===== config.mk =====
export PLATFORM = sky130hd
export DESIGN_NAME = instruction_fetch
export DESIGN_NICKNAME = d
export VERILOG_FILES = /design/src/rtl/instruction_fetch.sv
export SDC_FILE = /design/constraint.sdc
export NUM_CORES = 1
export LEC_CHECK = 0
export BUFFER_PORTS_ARGS = -buffer_cell sky130_fd_sc_hd__clkbuf_2
export CORE_MARGIN = 2
export CORE_UTILIZATION = 60
export DETAILED_ROUTE_END_ITERATION = 10
export PLACE_DENSITY = 0.94
export SYNTH_ARGS = -nofsm -noshare
export SYNTH_HDL_FRONTEND = slang
export SYNTH_SLANG_ARGS = --single-unit

===== constraint.sdc =====
create_clock -name clk -period 10.7 [get_ports clk]
set_clock_uncertainty 0.2 [all_clocks]
set_input_delay 2.14 -clock clk [delete_from_list [all_inputs] [get_ports clk]]
set_output_delay 2.14 -clock clk [all_outputs]
set_load 0.005 [all_outputs]

===== src/rtl/instruction_fetch.sv =====
// Instruction fetch: PC generation, credit-limited imem requests, response FIFO
// and decode-side valid/ready output, with branch redirect that flushes stale work.
module instruction_fetch #(
  parameter logic [63:0] RESET_PC        = 64'h0,
  parameter int          FIFO_DEPTH      = 4,
  parameter int          MAX_OUTSTANDING = 2
) (
  input  logic        clk,
  input  logic        rst_n,
  output logic        imem_req_valid,
  input  logic        imem_req_ready,
  output logic [63:0] imem_req_addr,
  input  logic        imem_resp_valid,
  input  logic [31:0] imem_resp_data,
  output logic        if_valid,
  input  logic        if_ready,
  output logic [31:0] if_inst,
  output logic [63:0] if_pc,
  input  logic        branch_taken,
  input  logic [63:0] branch_target
);

  localparam int AW = (FIFO_DEPTH > 1) ? $clog2(FIFO_DEPTH) : 1;
  localparam int CW = $clog2(FIFO_DEPTH + 1);
  localparam int OW = $clog2(MAX_OUTSTANDING + 1);

  typedef enum logic [1:0] {ST_START, ST_FETCH, ST_FLUSH} state_t;

  state_t        state_q, state_d;
  logic [63:0]   pc_q, pc_d;
  logic [63:0]   resp_pc_q, resp_pc_d;
  logic [OW-1:0] outstanding_q, outstanding_d;
  logic [OW-1:0] drop_cnt_q, drop_cnt_d;
  logic [AW-1:0] wr_ptr_q, wr_ptr_d;
  logic [AW-1:0] rd_ptr_q, rd_ptr_d;
  logic [CW-1:0] count_q, count_d;
  logic [95:0]   fifo_mem [FIFO_DEPTH];

  logic          req_fire;
  logic          push;
  logic          pop;
  logic [63:0]   redirect_pc;

  always_comb begin
    redirect_pc    = branch_target & ~64'h3;
    if_valid       = (count_q != '0);
    {if_inst, if_pc} = if_valid ? fifo_mem[rd_ptr_q] : 96'h0;

    // Credit rule: never have more requests in flight than free FIFO slots.
    imem_req_valid = (state_q == ST_FETCH) && !branch_taken
                     && (32'(outstanding_q) < MAX_OUTSTANDING)
                     && (32'(outstanding_q) + 32'(count_q) < FIFO_DEPTH);
    imem_req_addr  = pc_q;
    req_fire       = imem_req_valid && imem_req_ready;
    push           = imem_resp_valid && (drop_cnt_q == '0) && !branch_taken;
    pop            = if_valid && if_ready && !branch_taken;

    state_d       = state_q;
    pc_d          = pc_q;
    resp_pc_d     = resp_pc_q;
    outstanding_d = outstanding_q;
    drop_cnt_d    = drop_cnt_q;
    wr_ptr_d      = wr_ptr_q;
    rd_ptr_d      = rd_ptr_q;
    count_d       = count_q;

    if (req_fire)
      pc_d = pc_q + 64'd4;
    if (req_fire && !imem_resp_valid)
      outstanding_d = outstanding_q + OW'(1);
    else if (!req_fire && imem_resp_valid)
      outstanding_d = outstanding_q - OW'(1);
    if (imem_resp_valid && (drop_cnt_q != '0))
      drop_cnt_d = drop_cnt_q - OW'(1);

    if (push) begin
      wr_ptr_d  = wr_ptr_q + AW'(1);
      resp_pc_d = resp_pc_q + 64'd4;
    end
    if (pop)
      rd_ptr_d = rd_ptr_q + AW'(1);
    case ({push, pop})
      2'b10:   count_d = count_q + CW'(1);
      2'b01:   count_d = count_q - CW'(1);
      default: count_d = count_q;
    endcase

    // Everything still in flight after this cycle's response becomes stale.
    if (branch_taken) begin
      pc_d       = redirect_pc;
      resp_pc_d  = redirect_pc;
      wr_ptr_d   = '0;
      rd_ptr_d   = '0;
      count_d    = '0;
      drop_cnt_d = outstanding_d;
    end

    case (state_q)
      ST_START: state_d = ST_FETCH;
      ST_FETCH: if (branch_taken && (outstanding_d != '0)) state_d = ST_FLUSH;
      ST_FLUSH: if (drop_cnt_d == '0) state_d = ST_FETCH;
      default:  state_d = ST_START;
    endcase
  end

  always_ff @(posedge clk or negedge rst_n) begin
    if (!rst_n) begin
      state_q       <= ST_START;
      pc_q          <= RESET_PC;
      resp_pc_q     <= RESET_PC;
      outstanding_q <= '0;
      drop_cnt_q    <= '0;
      wr_ptr_q      <= '0;
      rd_ptr_q      <= '0;
      count_q       <= '0;
    end else begin
      state_q       <= state_d;
      pc_q          <= pc_d;
      resp_pc_q     <= resp_pc_d;
      outstanding_q <= outstanding_d;
      drop_cnt_q    <= drop_cnt_d;
      wr_ptr_q      <= wr_ptr_d;
      rd_ptr_q      <= rd_ptr_d;
      count_q       <= count_d;
    end
  end

  always_ff @(posedge clk) begin
    if (push)
      fifo_mem[wr_ptr_q] <= {imem_resp_data, resp_pc_q};
  end

`ifndef SYNTHESIS
  a_no_overflow: assert property (@(posedge clk) disable iff (!rst_n)
    !(push && !pop && (count_q == CW'(FIFO_DEPTH))));
`endif

endmodule


======== Word-level counts from Yosys, hierarchy flattened ========
Memory sizes are Yosys's and may differ from the RTL's.
Cells that the tools add are included.
cells by class
  add/subtract/negate cells ............... 10
  order comparisons ....................... 2
  eq/ne operators ......................... 6
  multiplexer cells ....................... 20
  reduce and logical (&&, ||, !) cells .... 26
operators with widths
  kind                                                                   count
  64-bit two-way mux                                                     4
  64-bit by 3-bit adder with 64-bit output, second input constant        2
  96-bit two-way mux                                                     1
  2-bit two-way mux                                                      10
  1-bit logical AND                                                      12
  2-bit nonzero test                                                     5
  2-bit by 1-bit adder with 2-bit output, second input constant          3
  2-bit zero test                                                        3
  2-bit case mux with 3 select lines                                     1
  3-bit case mux with 2 select lines                                     1
  3-bit nonzero test                                                     2
  2-bit by 3-bit adder with 4-bit output                                 1
  2-bit by 1-bit equality test with 1-bit output, second input constant  2
  2-bit equality test, second input constant                             2
  4-bit by 3-bit < comparator with 1-bit output, second input constant   1
  2-bit by 1-bit subtractor with 2-bit output, second input constant     2
  3-bit by 1-bit adder with 3-bit output, second input constant          1
  1-bit zero test                                                        3
  3-bit two-way mux                                                      1
  3-bit by 1-bit subtractor with 3-bit output, second input constant     1
  2-bit < comparator, second input constant                              1
  1-bit two-way mux                                                      2
  2-bit by 1-bit != test with 1-bit output, second input constant        1
  2-bit != test, second input constant                                   1
  2-bit AND reduction                                                    1
storage, ports and cells
  flip-flop bits (word level) ............. 141
  RAM bits ................................ 384
  input bits .............................. 102
  output and inout port bits .............. 162
  memories kept ........................... 1
memories
  memory    depth  width  rd ports  clocked after Yosys merged registers in  write ports  RTL line  RTL
  fifo_mem  4      96     1         0                                        1            37        logic [95:0] fifo_mem [FIFO_DEPTH];

======== Depth between registers and ports, before layout ========
  depth in word-level cells ............... 13
  depth in mapped cells ................... 10

======== Least setup slack after synthesis ========
Ideal clock, no wire load.
  kind .................................... input to register
  start ................................... input imem_resp_valid
  end ..................................... memory fifo_mem[0][10], enable pin
  setup time .............................. 0.463 ns
  arrival ................................. 4.909 ns
  slack ................................... 5.127 ns
  stages on the path ...................... 4
  cells stage by stage .................... buf_2 -> nand2_1 -> nor2_1 -> and2_1
between the ends
  longest elaborated chain between the ends .. 4
RTL lines
  element                                  RTL line  RTL
  from (decl)                              13        input logic imem_resp_valid,
  1-bit logical AND (2 in series)          55        push = imem_resp_valid && (drop_cnt_q == '0) && !branch_taken;
  1-bit two-way mux                        129       if (push)
  1-bit two-way mux (not written as such)  130       fifo_mem[wr_ptr_q] <= {imem_resp_data, resp_pc_q};
  to (decl)                                37
No other way between the ends.

======== Worst setup path in the final report ========
  start ................................... input branch_taken
  end ..................................... output imem_req_valid
between the ends
  longest elaborated chain between the ends .. 4
RTL lines
  element            RTL line  RTL
  from (decl)        19        input logic branch_taken,
  1-bit zero test    50        imem_req_valid = (state_q == ST_FETCH) && !branch_taken
  1-bit logical AND  50
  1-bit logical AND  51        && (32'(outstanding_q) < MAX_OUTSTANDING)
  1-bit logical AND  52        && (32'(outstanding_q) + 32'(count_q) < FIFO_DEPTH);
  to (decl)          10        output logic imem_req_valid,
No other way between the ends.

==> implementation parameters <==
Parameter                              Value

Logic synthesis
  Yosys cell types ... 59
  Post-Synth Adder-Cell Area ... 0.5465%
  Largest cells by area after synthesis ... sky130_fd_sc_hd__edfxtp_1 (51%), sky130_fd_sc_hd__dfrtp_1 (16%), sky130_fd_sc_hd__mux4_2 (9.6%), sky130_fd_sc_hd__and2_1 (3.3%), sky130_fd_sc_hd__nand3_1 (2.2%)
  Synth async-reset ratio ... 26.71%
  Gate count of the mapped netlist ... 1,486
  Predominant post-synthesis flop cell ... sky130_fd_sc_hd__edfxtp_1
  Post-synthesis simple-gate area fraction ... 12.83%
  Mapped Area ... 0.02198 mm^2
  Mux contribution to synthesized area ... 10.28%
  Top cell type by total area after synthesis ... sky130_fd_sc_hd__edfxtp_1
  Parity-gate share of the synthesized area counting xor and xnor cells ... 2.750%
  Compound-Gate Fraction of Synth Area ... 5.015%
  Portion of synthesized cell area occupied by the leading cell type ... 51.37%
  Dominant combinational cell family by area after synthesis ... simple AND/OR/NAND/NOR gates
  Number of synthesized flops with an enable pin ... 376
  Register bit count reported by yosys ... 513
  Mean area per synthesized cell ... 14.79 um^2
  Yosys warning total ... 0
  Part of the Yosys area used for sequential elements ... 66.97%

Clock tree
  # Post-CTS Setup Buffers ... 0
  Number of buffers between clock root and the deepest sink ... 3
  Post-cts resize count ... 0
  Number of sinks on the clock net ... 513
  Number of buffers added by the clock tree synthesis step ... 51
  Root Buffer ... sky130_fd_sc_hd__clkbuf_16
  Number of levels in the clock H-tree ... 2
  Clk_lat worst skew ... 0.59 ns
  Count of hold-fix buffers inserted at cts ... 0
  TritonCTS clock tree ... yes
  Clock slew at the register clock pins of the worst setup and hold paths ... 0.06 ns

Power
  P_sw ... 1.615 mW
  IR Drop Worst-Case VDD ... 0.1397 mV
  Relative contribution of combinational cells to total power ... 23.5%
  Sequential power share ... 44.2%
  Fraction of power spent switching nets ... 28.83%
  Standby leakage power ... 9.300 nW
  Power density over the cells ... 220.4 mW/mm^2
  Share of total power in the clock network ... 32.3%
  Total internal power ... 3.988 mW

Route
  Vias per Instance ... 6.542
  Detail-routed net length per standard cell ... 24.86 um
  DRT antenna net count ... 0
  Via count ... 14,730
  Starting DRT DRC Count ... 1,564
  Wire length after detailed routing ... 55,960 um
  Residual DRC count ... 0
  Pre-Repair DR Iteration Count ... 6

Critical path
  Worst setup path start ... branch_taken
  Slowest Stage Delay on Critical Path ... 0.46 ns
  Arrival @ worst endpoint ... 3.14 ns
  Buffers and inverters on the worst path ... 2
  Crit start category ... primary input
  Highest net fanout along the worst path ... 60
  Critical register-to-register path startpoint ... drop_cnt_q[0]
  Family with the most delay on the worst path ... buffers and inverters
  List of cells traversed by the critical path ... buf_4 -> nor2_1 -> and3_1 -> clkbuf_2
  CP Capture Type ... primary output
  Req. time, crit path ... 8.36 ns
  Crit path kind ... in2out
  CP max stage cell ... sky130_fd_sc_hd__buf_4

Floorplan
  IO Count ... 264
  Initial standard-cell utilization of the core ... 60.47%
  DIE HEIGHT ... 195.4 um
  Core area ... 0.03635 mm^2
  Die ar. ... 0.03818 mm^2
  Placement row count ... 70
  Die boundary width ... 195.4 um

Job
  Max-capacitance violation count ... 0

STA
  RSZ-0062 raised after global routing ... false
  Period minus WS final ... 5.482 ns
  Setup ws final ... 5.218 ns
  Max Freq ... 182.4 MHz
  Setup violation total in the final timing report ... 0
  Worst slew slack as a fraction of its limit ... 18.24%
  Count of final hold-check violations ... 0
  Fin Setup TNS ... 0 ns
  Count of pins over their slew limit ... 0
  Final period util ... 51.23%
  Slew at the pin with the worst max-slew slack ... 1.209 ns

Global routing
  Maximum number of pins on one net before global-route repair ... 91
  Number of antenna violations at the first check in global routing ... 0
  Via count of the first global-routing pass ... 14,700
  Global-route wire length before repair ... 85,470 um
  All-Layer GR Usage ... 29.62%
  Grt total ovfl ... 0

Place
  Cell Count Post-Placement ... 2,156
  Half-perimeter wire length after detailed placement ... 35,430 um
  Placer congestion estimate ... 0.9228
  Pre-CTS setup slack ... 5.240 ns
  # port buffers ... 257

Finish
  Nets ... 1,852
  Fill count ... 2,272
  Share of layout cells above drive strength 1 ... 26.43%
  Count of placed standard cells in the final layout, fillers left out ... 2,251
  Area Growth Syn to Fin ... 15.67%

Worst hold path
  Worst hold start ... state_q[0]
  Class of the tightest hold or removal check ... reg2reg

Status
  Status ... complete, no violations
==> power by group through the flow <==
stage / logic (mW) / registers [mW] / clock network [mW]
floorplan: 0.833 / 2.43 / 0
global placement: 1.28 / 2.49 / 0
detailed placement: 1.32 / 2.51 / 0
CTS: 1.33 / 2.47 / 1.83
global route: 1.43 / 2.50 / 1.90
finish: 1.32 / 2.48 / 1.81
==> worst paths after layout <==
| path | endpoint | slack [ns] | cells after the start |
|---|---|---|---|
| min in group asynchronous | resp_pc_q[42] | 1.44 | 1 |
| worst min register to register | state_q[1] | 0.33 | 1 |
| worst min-delay path | state_q[1] | 0.33 | 1 |
| worst max register to register | fifo_mem[0][21] | 7.18 | 6 |
| worst max-delay path | imem_req_valid | 5.22 | 4 |
| max in group asynchronous | imem_req_addr[38] | 7.69 | 2 |
==> flip-flops by register name (all words and copies together) (netlist names) <==
| register | count |
|---|---|
| fifo_mem | 376 |
| imem_req_addr | 62 |
| resp_pc_q | 62 |
| count_q | 3 |
| drop_cnt_q | 2 |
| outstanding_q | 2 |
| rd_ptr_q | 2 |
| state_q | 2 |
| wr_ptr_q | 2 |
==> area by class of cell <==
| cell class | instances | area (um^2) | area share, % |
|---|---|---|---|
| inverter | 12 | 45.04 | 0.1772 |
| timing repair buffer | 273 | 1415 | 5.566 |
| antenna | 1 | 2.502 | 0.009843 |
| tap | 468 | 585.6 | 2.303 |
| clock buffer | 65 | 1423 | 5.596 |
| sequential | 513 | 14730 | 57.93 |
| clock inverter | 29 | 281.5 | 1.107 |
| multi-input combinational | 890 | 6943 | 27.31 |
==> kinds of logic after synthesis <==
family | Yosys count
AOI/OAI and AO/OA | 178
xor gates and xnor gates | 69
adders and majority gates | 9
buffers and inverters | 86
DFF | 513
muxes | 107
other | 1
and+or+nand+nor | 523
==> Yosys cell counts, types with 10 or more instances <==
cell and instances:
sky130_fd_sc_hd__o311ai_0 16, sky130_fd_sc_hd__and4_1 17, sky130_fd_sc_hd__dfrtp_1 137, sky130_fd_sc_hd__buf_2 10
sky130_fd_sc_hd__and3_1 27, sky130_fd_sc_hd__inv_1 11, sky130_fd_sc_hd__edfxtp_1 376, sky130_fd_sc_hd__nor4_1 12
sky130_fd_sc_hd__nor2_1 51, sky130_fd_sc_hd__a31oi_1 10, sky130_fd_sc_hd__xnor2_1 35, sky130_fd_sc_hd__nor3_1 16
sky130_fd_sc_hd__nand2_1 127, sky130_fd_sc_hd__a21oi_1 13, sky130_fd_sc_hd__nand3_1 96, sky130_fd_sc_hd__o21ai_0 90
sky130_fd_sc_hd__clkbuf_1 51, sky130_fd_sc_hd__o211ai_1 22, sky130_fd_sc_hd__and2_1 115, sky130_fd_sc_hd__mux4_2 94
sky130_fd_sc_hd__nand4_1 24, sky130_fd_sc_hd__xor2_1 34
==> metal layers <==
layer,share of wire (%),up-vias,GRT usage [%]
met2,46,1005,45.57
met3,11,218,7.288
met5,0,-,0
met1,37,7279,39.45
met4,5.6,0,16.14
li1,-,6223,-
==> layout by cell type (no fill, tap or decap), types with 5 or more instances in the layout <==
cell type,synthesis,layout
sky130_fd_sc_hd__bufinv_16,0,5
sky130_fd_sc_hd__nor4_1,12,11
sky130_fd_sc_hd__mux2_2,9,9
sky130_fd_sc_hd__nor2_1,51,51
sky130_fd_sc_hd__a21oi_1,13,13
sky130_fd_sc_hd__buf_4,4,17
sky130_fd_sc_hd__inv_1,11,11
sky130_fd_sc_hd__xnor2_1,35,35
sky130_fd_sc_hd__and3_1,27,27
sky130_fd_sc_hd__and4_1,17,17
sky130_fd_sc_hd__nand2b_1,6,6
sky130_fd_sc_hd__nor3_1,16,15
sky130_fd_sc_hd__clkbuf_2,0,255
sky130_fd_sc_hd__a21o_1,5,5
sky130_fd_sc_hd__clkinv_2,0,8
sky130_fd_sc_hd__nand3_1,96,96
sky130_fd_sc_hd__nand4_1,24,24
sky130_fd_sc_hd__nand2_1,127,127
sky130_fd_sc_hd__dfrtp_1,137,135
sky130_fd_sc_hd__ha_1,8,8
sky130_fd_sc_hd__clkbuf_16,0,54
sky130_fd_sc_hd__o211ai_1,22,22
sky130_fd_sc_hd__clkinv_1,1,10
sky130_fd_sc_hd__o21ai_0,90,90
sky130_fd_sc_hd__xor2_1,34,34
sky130_fd_sc_hd__and2_1,115,111
sky130_fd_sc_hd__nand4b_1,5,5
sky130_fd_sc_hd__o311ai_0,16,16
sky130_fd_sc_hd__mux4_2,94,94
sky130_fd_sc_hd__edfxtp_1,376,376
sky130_fd_sc_hd__clkbuf_1,51,8
sky130_fd_sc_hd__a31oi_1,10,10
sky130_fd_sc_hd__a211o_1,5,5
==> metrics by stage <==
| stage | hold slack (ns) | power [mW] | utilization, % | area (um^2) |
|---|---|---|---|---|
| after floorplan | 0.2636 | 3.268 | - | 21990 |
| after global placement | 0.2913 | 3.775 | 65.25 | 23720 |
| after detailed placement | 0.3139 | 3.825 | 65.25 | 23720 |
| after CTS | 0.3256 | 5.627 | 69.93 | 25420 |
| after global routing | 0.3667 | 5.825 | 69.93 | 25420 |
| final | 0.3260 | 5.602 | 69.94 | 25420 |
Note: power is estimated with default switching activity, not from simulation.
